### src/rtl/cdb_arbiter.sv
// Common data bus transmit arbiter: one result buffer per FU and up to two
// round-robin broadcasts per cycle.
module cdb_arbiter #(
    parameter int unsigned       NUM_FU   = 4,
    parameter int unsigned       TAG_W    = 8,
    parameter int unsigned       DATA_W   = 64,
    parameter logic [TAG_W-1:0]  TAG_NULL = {TAG_W{1'b1}}
) (
    input  logic                       clock,
    input  logic                       reset,
    input  logic                       flush,
    input  logic [NUM_FU-1:0]          fu_valid_in,
    input  logic [NUM_FU*TAG_W-1:0]    fu_tag_in,
    input  logic [NUM_FU*DATA_W-1:0]   fu_value_in,
    output logic [NUM_FU-1:0]          fu_ready,
    output logic [TAG_W-1:0]           cdb1_tag_out,
    output logic [DATA_W-1:0]          cdb1_value_out,
    output logic [TAG_W-1:0]           cdb2_tag_out,
    output logic [DATA_W-1:0]          cdb2_value_out
);

    localparam int unsigned PTR_W = (NUM_FU > 1) ? $clog2(NUM_FU) : 1;

    logic [NUM_FU-1:0] occ_q;
    logic [TAG_W-1:0]  buf_tag_q [NUM_FU];
    logic [DATA_W-1:0] buf_val_q [NUM_FU];
    logic [PTR_W-1:0]  rr_ptr_q;

    logic              g1_vld, g2_vld;
    logic [PTR_W-1:0]  g1_idx, g2_idx, scan_idx, last_idx, rr_next;
    logic [NUM_FU-1:0] granted;
    logic [NUM_FU-1:0] accept;

    // Scan occupied buffers starting at rr_ptr; first hit -> cdb1, second -> cdb2.
    always_comb begin
        g1_vld   = 1'b0;
        g1_idx   = '0;
        g2_vld   = 1'b0;
        g2_idx   = '0;
        scan_idx = '0;
        granted  = '0;
        for (int k = 0; k < int'(NUM_FU); k++) begin
            scan_idx = PTR_W'((int'(rr_ptr_q) + k) % int'(NUM_FU));
            if (occ_q[scan_idx]) begin
                if (!g1_vld) begin
                    g1_vld = 1'b1;
                    g1_idx = scan_idx;
                end else if (!g2_vld) begin
                    g2_vld = 1'b1;
                    g2_idx = scan_idx;
                end
            end
        end
        if (g1_vld) granted[g1_idx] = 1'b1;
        if (g2_vld) granted[g2_idx] = 1'b1;
    end

    always_comb begin
        last_idx = g2_vld ? g2_idx : g1_idx;
        rr_next  = (last_idx == PTR_W'(NUM_FU - 1)) ? '0 : last_idx + 1'b1;
    end

    assign fu_ready = ~occ_q | granted;

    always_comb begin
        accept = '0;
        for (int i = 0; i < int'(NUM_FU); i++) begin
            accept[i] = fu_valid_in[i] & fu_ready[i] & ~reset & ~flush &
                        (fu_tag_in[i*TAG_W +: TAG_W] != TAG_NULL);
        end
    end

    // Reload takes priority over release so one FU can stream a result per cycle.
    always_ff @(posedge clock) begin
        if (reset || flush) begin
            occ_q    <= '0;
            rr_ptr_q <= '0;
        end else begin
            for (int i = 0; i < int'(NUM_FU); i++) begin
                if (accept[i]) begin
                    occ_q[i]     <= 1'b1;
                    buf_tag_q[i] <= fu_tag_in[i*TAG_W +: TAG_W];
                    buf_val_q[i] <= fu_value_in[i*DATA_W +: DATA_W];
                end else if (granted[i]) begin
                    occ_q[i] <= 1'b0;
                end
            end
            if (g1_vld) rr_ptr_q <= rr_next;
        end
    end

    assign cdb1_tag_out   = g1_vld ? buf_tag_q[g1_idx] : TAG_NULL;
    assign cdb1_value_out = g1_vld ? buf_val_q[g1_idx] : '0;
    assign cdb2_tag_out   = g2_vld ? buf_tag_q[g2_idx] : TAG_NULL;
    assign cdb2_value_out = g2_vld ? buf_val_q[g2_idx] : '0;

endmodule
### config.mk
export PLATFORM = sky130hd
export DESIGN_NAME = cdb_arbiter
export DESIGN_NICKNAME = d
export VERILOG_FILES = /design/src/rtl/cdb_arbiter.sv
export SDC_FILE = /design/constraint.sdc
export NUM_CORES = 1
export LEC_CHECK = 0
export BUFFER_PORTS_ARGS = -buffer_cell sky130_fd_sc_hd__buf_4
export CAP_MARGIN = 20
export CORE_AREA = 2 2 210 212
export CTS_CLUSTER_DIAMETER = 50
export DETAILED_ROUTE_END_ITERATION = 8
export DIE_AREA = 0 0 212 214
export PLACE_DENSITY = 0.58
export SYNTH_ARGS = -nofsm -noshare
export SYNTH_HDL_FRONTEND = slang
export SYNTH_SLANG_ARGS = --single-unit
### constraint.sdc
create_clock -name clock -period 13.16 [get_ports clock]
set_input_delay 2.632 -clock clock [delete_from_list [all_inputs] [get_ports clock]]
set_output_delay 2.632 -clock clock [all_outputs]
set_load 0.01 [all_outputs]
==> results by group <==
Critical path
  • Critical Path, Cell by Cell: mux4_2 -> ha_1 -> or4_1 -> nand4_1 -> nand3_4 -> buf_4 -> buf_16 -> a211oi_1 -> buf_4
  • Critical Path RT: 10530 ps
  • Setup slack, reg-to-reg: 7680 ps
  • Arrival @ worst endpoint: 5030 ps
  • Critical path's largest stage delay: 820 ps
  • Slowest cell on the critical path: sky130_fd_sc_hd__dfxtp_1
  • Startpoint types: register
  • Startpoint-to-endpoint class of the critical path: register to primary output
  • Critical Path End Type: primary output
  • Largest fanout on the critical path: 78
  • Most common cell type on the critical path: sky130_fd_sc_hd__buf_4

Logic synthesis
  • Share of synthesized flip-flops with an asynchronous set or reset: 0
  • Total nets after synthesis: roughly 1400
  • Syn Inst Count: 1081
  • Leading post-synthesis cells by cell area: sky130_fd_sc_hd__edfxtp_1 58%, sky130_fd_sc_hd__a211oi_1 11%, sky130_fd_sc_hd__mux2i_1 10%
  • Flip-flop cell with the highest count after synthesis: sky130_fd_sc_hd__edfxtp_1
  • Cell type contributing the most total cell area after synthesis: sky130_fd_sc_hd__edfxtp_1
  • Area of the mapped netlist: 14850 sq um
  • Part of the Yosys area used for sequential elements: 0.5903
  • Most frequently used cell type in the post-synthesis netlist: sky130_fd_sc_hd__edfxtp_1
  • Cell variety after synth: 51
  • Mean Syn Cell Area: between 10 and 15 sq um
  • Number of enable flip-flop cells after synthesis: between 200 and 300
  • Yosys reg bits: 294
  • Area fraction of the dominant cell type after synthesis: 0.5822
  • Post-synth top cells: 288 x sky130_fd_sc_hd__edfxtp_1, 212 x sky130_fd_sc_hd__a211oi_1, 152 x sky130_fd_sc_hd__mux2i_1, 129 x sky130_fd_sc_hd__and2_1, 50 x sky130_fd_sc_hd__clkbuf_1
  • Number of warnings printed during yosys synthesis: 0

Routing
  • Via density per instance: ~5.3
  • Wire length per cell: about 24 um
  • Total routed wirelength: just over 50 mm
  • Drt drc: 0
  • Number of DRC violations after detailed-routing iteration 0: 641
  • Number of antenna-violating nets in the routed design: 0
  • Drt pass-1 iters: 5
  • Total number of vias: 11235

Pwr
  • Static leakage: between 0.007 and 0.008 uW
  • Share of power burned in the clock network: 0.432
  • VDD IR max: 108.2 uV
  • Switch Pwr: approximately 700 uW
  • Power per cell area: approximately 140 nW/um^2
  • Gate power share: 0.172
  • Share of total power in sequential cells: 0.396
  • Internal power of the cells: 2036 uW
  • Sw Ratio: 0.2555

Clock network
  • Number of buffers added by the clock tree synthesis step: 42
  • Number of resized instances in the post-cts repair step: 0
  • Clock tree from TritonCTS: done
  • Clock sink count: 294
  • Post-CTS setup repair buffer count: 0
  • Cell at the root of the clock tree: sky130_fd_sc_hd__clkbuf_16
  • H-tree depth: 2
  • Clk slew on worst S/H paths: 50 ps
  • Insertion delay of the later-clocked pin in the worst-skew pair: 560 ps
  • Max clock buf depth: 3
  • Cts-stage hold buffer count: 0

Final layout
  • Number of nets in the layout: 1780
  • Post-route cell area: slightly above 20000 sq um
  • Number of fill cells in the layout: 3816
  • Footprint of the multi-input gates: ~5600 sq um
  • Share of layout cells above drive strength 1: 0.4004
  • Register area: 8768 sq um
  • Area growth syn-to-layout: 35.46%

Die
  • Die Span X: about 210 um
  • Height of the chip: 214 um
  • Area inside the core boundary: approximately 43000 sq um
  • Cell Rows: 76
  • Die footprint: 45370 sq um
  • Effective utilization at floorplan: 0.3464
  • Top-level I/O count: approximately 440

Placement
  • Post-place instance area: 18620 sq um
  • # port buffers: between 400 and 500
  • GP Congestion: a little over 0.9
  • Post-DP HPWL: around 32 mm

STA
  • Final period util: 0.5825
  • Fin Clk Skew: 22.32 ps
  • Max-slew violation count: 0
  • Total Negative Setup Slacks: 0 ps
  • Maximum clock frequency: roughly 0.13 GHz
  • Normalized max-slew margin: 0.2823
  • Number of setup violations in the final report: 0
  • Hold Vio Cnt, Final: 0
  • Minimum period implied by the final worst setup slack: 7666 ps
  • RSZ-0062 raised after global routing: no
  • Worst-Margin Slew: between 1000 and 1500 ps

Global route
  • Global-route wire length before repair: 73.79 mm
  • GRT Residual Overflow: 0
  • Largest net degree at the start of global routing: 93
  • Initial antenna violation count: 3
  • Total routing usage reported by global routing: 0.2166
  • Number of global-route vias before repair: 11757

Hold path
  • Hold/Removal Path Class: register to register

Job
  • MaxCap Viol Count: 0

Status
  • Result of the run: finished clean
[critical path, delay by kind of cell, from the launching register on]
family | cells | cell delay [ps]
DFF | 1 | 820
adders and majority gates | 1 | 240
muxes | 1 | 610
AOI/OAI and AO/OA | 1 | 500
and+or+nand+nor | 3 | 1270
buffers and inverters | 3 | 910
[final timing paths]
kind                                  start            endpoint  cells after the start
worst max register to register  rr_ptr_q[0]    buf_val_q[2][37]                     11
worst min-delay path               occ_q[2]            occ_q[2]                      2
worst min register to register     occ_q[2]            occ_q[2]                      2
worst max-delay path            rr_ptr_q[0]  cdb2_value_out[52]                      9
[flip-flops by register name (all words and copies together), names as in the netlist]
register / count
buf_val_q: 256
rr_ptr_q: 2
occ_q: 4
buf_tag_q: 32
[cell type report]
class,count,share of cell area
timing repair buffer,463,0.1737
multi-input combinational,677,0.2801
antenna,2,0.0002487
clock buffer,52,0.05727
sequential,294,0.4358
inverter,5,0.0009327
tap,585,0.03638
clock inverter,25,0.01561
[cells in the final DEF, fill, tap and decap left out, types with 5 or more instances in the layout]
cell	count
sky130_fd_sc_hd__bufinv_16	7
sky130_fd_sc_hd__mux2i_1	152
sky130_fd_sc_hd__o21ai_0	14
sky130_fd_sc_hd__a221o_1	10
sky130_fd_sc_hd__edfxtp_1	288
sky130_fd_sc_hd__nand2_1	13
sky130_fd_sc_hd__buf_4	462
sky130_fd_sc_hd__clkbuf_1	7
sky130_fd_sc_hd__and2_1	129
sky130_fd_sc_hd__clkinv_2	9
sky130_fd_sc_hd__inv_1	5
sky130_fd_sc_hd__o211ai_1	7
sky130_fd_sc_hd__dfxtp_1	6
sky130_fd_sc_hd__a21oi_1	7
sky130_fd_sc_hd__nand3b_1	6
sky130_fd_sc_hd__a211oi_2	46
sky130_fd_sc_hd__a211oi_1	211
sky130_fd_sc_hd__mux2_2	10
sky130_fd_sc_hd__nand4_1	9
sky130_fd_sc_hd__clkbuf_16	45
sky130_fd_sc_hd__nor2_1	7
[logic make-up after synthesis]
kind of cell	synth area share
compound gates	0.1770
flops	0.5903
simple gates	0.07960
mux	0.1130
buf+inv	0.03656
fa+ha+maj	0.002358
xor+xnor	0.001179
[through the flow]
step	hold slack, ps	util	setup slack [ps]	total power (uW)	std cells
after global placement	821.9	0.4342	6107	1574	2023
final	840.3	0.4692	5494	2735	2103
after CTS	842.9	0.4684	5467	2766	2100
after floorplan	813.4	-	4202	1360	1081
after global routing	896.7	0.4692	5178	2836	2103
after detailed placement	833.5	0.4342	6059	1577	2023
[power groups by stage]
stage / clock, uW / combinational [uW] / sequential, uW
global placement: 0 / 472 / 1100
CTS: 1210 / 477 / 1080
floorplan: 0 / 263 / 1100
global route: 1240 / 507 / 1090
detailed placement: 0 / 475 / 1100
finish: 1180 / 471 / 1080
[layer usage]
metal,vias to the layer above,track usage,share of wire
met2,451,0.3626,0.49
li1,5139,-,-
met4,2,0.07089,0.024
met1,5567,0.2661,0.40
met3,76,0.06509,0.090
met5,-,0,0.00026
(Power assumes the default switching activity.)
